<file path="src/rtl/pipe_pal_rsp.sv">
// pipe_pal responder: services single-beat read/write requests against a
// bank of DEPTH registers and returns in-order responses through a 2-entry
// response buffer, so initiator backpressure does not stall acceptance at once.
module pipe_pal_rsp #(
   parameter int W_DATA = 32,
   parameter int W_ADDR = 16,
   parameter int DEPTH  = 16
) (
   input  logic              i_clk,
   input  logic              resetn,
   input  logic              req_valid,
   output logic              req_ready,
   input  logic              req_we,
   input  logic [W_ADDR-1:0] req_addr,
   input  logic [W_DATA-1:0] req_wdata,
   output logic              rsp_valid,
   input  logic              rsp_ready,
   output logic [W_DATA-1:0] rsp_rdata,
   output logic              rsp_err,
   output logic [1:0]        rsp_count
);

   localparam int IDX_W = (DEPTH > 1) ? $clog2(DEPTH) : 1;
   // One extra bit so DEPTH == 2**W_ADDR is representable in the compare.
   localparam logic [W_ADDR:0] DEPTH_L = (W_ADDR + 1)'(DEPTH);

   logic [W_DATA-1:0] regs_q [DEPTH];

   logic [W_DATA-1:0] data_q [2];
   logic              err_q  [2];
   logic              wr_ptr_q, wr_ptr_d;
   logic              rd_ptr_q, rd_ptr_d;
   logic [1:0]        count_q, count_d;

   logic              push, pop;
   logic              addr_ok;
   logic              wr_en;
   logic [IDX_W-1:0]  idx;
   logic [W_DATA-1:0] new_rdata;

   // A full buffer can still take a request when its head leaves this cycle.
   assign req_ready = (count_q != 2'd2) || rsp_ready;
   assign push      = req_valid && req_ready;
   assign pop       = (count_q != 2'd0) && rsp_ready;
   assign addr_ok   = ({1'b0, req_addr} < DEPTH_L);
   assign idx       = req_addr[IDX_W-1:0];
   assign wr_en     = push && req_we && addr_ok;

   // Response payload for the request being accepted; reads see pre-edge contents.
   always_comb begin
      new_rdata = '0;
      if (!req_we && addr_ok) begin
         new_rdata = regs_q[idx];
      end
   end

   // Buffer occupancy and pointer bookkeeping.
   always_comb begin
      count_d  = count_q;
      wr_ptr_d = wr_ptr_q;
      rd_ptr_d = rd_ptr_q;
      if (push) begin
         wr_ptr_d = ~wr_ptr_q;
      end
      if (pop) begin
         rd_ptr_d = ~rd_ptr_q;
      end
      if (push && !pop) begin
         count_d = count_q + 2'd1;
      end else if (!push && pop) begin
         count_d = count_q - 2'd1;
      end
   end

   genvar gi;
   generate
      for (gi = 0; gi < DEPTH; gi++) begin : g_reg
         // Each register loads on an accepted in-range write to its index.
         always_ff @(posedge i_clk or negedge resetn) begin
            if (!resetn) begin
               regs_q[gi] <= '0;
            end else if (wr_en && (idx == IDX_W'(gi))) begin
               regs_q[gi] <= req_wdata;
            end
         end
      end
   endgenerate

   // Response FIFO storage and state; reset discards anything buffered.
   always_ff @(posedge i_clk or negedge resetn) begin
      if (!resetn) begin
         data_q[0] <= '0;
         data_q[1] <= '0;
         err_q[0]  <= 1'b0;
         err_q[1]  <= 1'b0;
         wr_ptr_q  <= 1'b0;
         rd_ptr_q  <= 1'b0;
         count_q   <= 2'd0;
      end else begin
         if (push) begin
            data_q[wr_ptr_q] <= new_rdata;
            err_q[wr_ptr_q]  <= !addr_ok;
         end
         wr_ptr_q <= wr_ptr_d;
         rd_ptr_q <= rd_ptr_d;
         count_q  <= count_d;
      end
   end

   assign rsp_valid = (count_q != 2'd0);
   assign rsp_rdata = rsp_valid ? data_q[rd_ptr_q] : '0;
   assign rsp_err   = rsp_valid ? err_q[rd_ptr_q] : 1'b0;
   assign rsp_count = count_q;

endmodule

</file>
<file path="config.mk">
export PLATFORM = sky130hd
export DESIGN_NAME = pipe_pal_rsp
export DESIGN_NICKNAME = d
export VERILOG_FILES = /design/src/rtl/pipe_pal_rsp.sv
export SDC_FILE = /design/constraint.sdc
export NUM_CORES = 1
export LEC_CHECK = 0
export ABC_CLOCK_PERIOD_IN_PS = 2460
export CAP_MARGIN = 20
export CORE_ASPECT_RATIO = 1.4
export CORE_MARGIN = 5
export CORE_UTILIZATION = 55
export DETAILED_ROUTE_END_ITERATION = 6
export PLACE_DENSITY_LB_ADDON = 0.05
export SYNTH_ARGS = -nofsm -noshare
export SYNTH_HDL_FRONTEND = slang
export SYNTH_SLANG_ARGS = --single-unit
</file>
<file path="constraint.sdc">
create_clock -name i_clk -period 2.46 [get_ports i_clk]
set_input_delay 0.492 -clock i_clk [delete_from_list [all_inputs] [get_ports i_clk]]
set_output_delay 0.492 -clock i_clk [all_outputs]
set_load 0.05 [all_outputs]
</file>
==> metrics <==
Worst Path Max Fanout 6; fraction of layout cells with a size suffix above 1 36.3%; Layout Skew 12.5 ps; total core area 48100 um2; clock sinks 582; Max Clk Rate 411 MHz; final worst slack 24.0 ps; DR iter-0 viols 1096; Post-Synthesis Cell Area 26800 um2; Setup TNS Final 0 ps; period utilization 99.0%; Clock Tree Root clkbuf_16; drt first pass iters 5; Synth-to-Final Area Change 17.4%; slowest CP cell dfrtp_4; WP buf/inv 2; average via count per standard cell 6.03; crit-path max cell delay 590 ps; flop2flop setup slack 290 ps; Leak 15.5 nW; CTS max path bufs 3; Clk pin slew, worst setup/hold paths 60 ps; first-pass GRT wire length 109 mm; worst-margin pin slew 925 ps; initial antenna violation count 5; DP HPWL 46.7 mm; Die Span Y 271 um; CP top delay family flip-flops; Setup crit end rsp_rdata[20]; Place WS -607 ps; Final setup viols 0; CP dominant cell by count buf_12; relative slew slack 38.0%; layer with the highest usage met2; Max H-tree Level 2; number of placed instances, taps included 2641; FF-to-FF path depth 5; FF-to-FF Start rsp_count[1]$_DFFE_PN0P_; Crit Reg-Reg Endpoint regs_q[10]$_DFFE_PN0P_; kind of critical path flop to primary output; Layout Cells excl Fill 2744; GRT Total Usage 26.3%; total of max-cap violations 0; CTS tree built; # IOs 90; drt wl/cell 25.4 um; flops & latches, synth 582; Routed Antenna Nets 0; Peak VDD IR 0.555 mV; crit path capture type primary output; crit path from rd_ptr_q$_DFFE_PN0P_; Req. time, crit path 1970 ps; Critical Path AT 1940 ps; row cnt 95; status finished, final reports clean; WHS 405 ps; Syn Nets 1997; final net count 2125; Clock Latency Late Sink 580 ps; CTS Buf Count 54; PwrDens 645 nW/um2; cells along the critical path buf_12 -> mux2i_2 -> nor2_1 -> buf_12; CP Depth 4; PortBufs 89; die width 196 um; global routing usage on met1 33.4%; fin util 65.3%; hold crit path type primary input to asynchronous set/reset pin; largest net degree at the start of global routing 61; GRT Residual Overflow 0; crit start category flop; vias in the first global route 17766; Syn Inst Count 1943; vias 16555; Die ar. 53200 um2; commonest non-fill, non-tap cell in the layout dfrtp_1; GP Congestion 0.799; Fin. Hold Viols 0; met3 track demand over resource 3.96%; GR met2 Demand/Resource 45.6%; post-synthesis cell type count 37; synthesized area per cell 13.8 um2; initial core utilization 55.6%; YS warnings 0; DR DRC count 0; WL final 69.7 mm; most frequent cells in the layout dfrtp_1, mux2_2, mux2i_1; Final min period 2440 ps; Final Slew Violations 0; sequential cell area fraction in the yosys report 54.4%
==> timing repair <==
action / 4_1_cts / 5_1_grt
hold buffers: 1 / 0
endpoints found under the hold margin: 33 / 0
setup buffers: 2 / 1
gates resized for setup: 16 / 17
setup endpoints to repair: 30 / 26
==> power breakdown <==
part,internal (mW),switching [mW]
clock,4.60,3.58
combinational,0.883,1.50
sequential,9.61,0.0991
==> cell usage after synthesis (all sizes together) <==
cell type  count  area [um2]
nor2          38         143
nand2         66         264
xnor2          2        17.5
nor3          18         259
xor2           2        17.5
nand3b         1        7.51
nor2b          5        31.3
inv            4        15.0
nand3         11        55.1
and3b          3        26.3
buf           88         743
nand2b         2        12.5
and3           1        6.26
a22o           3        26.3
nor4           4        40.0
clkbuf        79         297
dfrtp        582       14600
o21ai         62         310
mux2i        285        2850
mux4           2        45.0
mux2         514        5790
or3b           1        8.76
nand4         38         238
or3            2        17.5
ha             1        12.5
a22oi        124         931
a221oi         2        17.5
nor3b          3        22.5
==> metal layers <==
metal	vias up	wire, um
met2	349	36000
met1	8710	28400
met4	6	2640
met5	-	39
met3	157	2630
li1	7333	-
==> state kept, by name (all words and copies together), names as in the netlist <==
register	count
wr_ptr_q	1
rsp_count	2
err_q	2
rd_ptr_q	1
data_q	64
regs_q	512
==> worst min-delay path by stage <==
stage,end,slack [ps],cells past startpoint
floorplan,data_q[0]$_DFFE_PN0P_,200,0
global placement,data_q[38]$_DFFE_PN0P_,420,1
detailed placement,data_q[35]$_DFFE_PN0P_,420,1
CTS,data_q[35]$_DFFE_PN0P_,400,2
global route,data_q[38]$_DFFE_PN0P_,420,2
finish,data_q[38]$_DFFE_PN0P_,410,2
==> stage by stage <==
| step | total power [mW] | area, um2 |
|---|---|---|
| final | 20.3 | 31400 |
| after floorplan | 10.9 | 26800 |
| after detailed placement | 12.1 | 29500 |
| after global routing | 21.0 | 31400 |
| after global placement | 12.0 | 29500 |
| after CTS | 20.4 | 31300 |
==> worst register-to-register path: cells and delay by family, from the launching register on <==
family / cells / cell delay (ps)
simple gates: 3 / 840
mux: 1 / 400
flops: 1 / 450
buf+inv: 1 / 370
==> area by class of cell <==
class / count / area, um2
diodes: 2 / 5.00
clock buffers: 83 / 1610
clock inverters: 14 / 98.8
fillers: 3629 / 16700
inverters: 4 / 15.0
multi-input cells: 1190 / 11300
flip-flops and latches: 582 / 14600
well taps: 630 / 788
repair buffers: 239 / 3070
==> logic make-up after synthesis <==
group / count (synthesis) / synth area share [%]
AND/OR/NAND/NOR: 193 / 4.23
multiplexers: 801 / 32.4
adder cells (fa/ha/maj): 1 / 0.0467
XOR/XNOR: 4 / 0.131
buffers and inverters: 171 / 3.94
flip-flops: 582 / 54.4
AO/OA/AOI/OAI: 191 / 4.80
No activity file was read; power rests on OpenSTA's default activity.
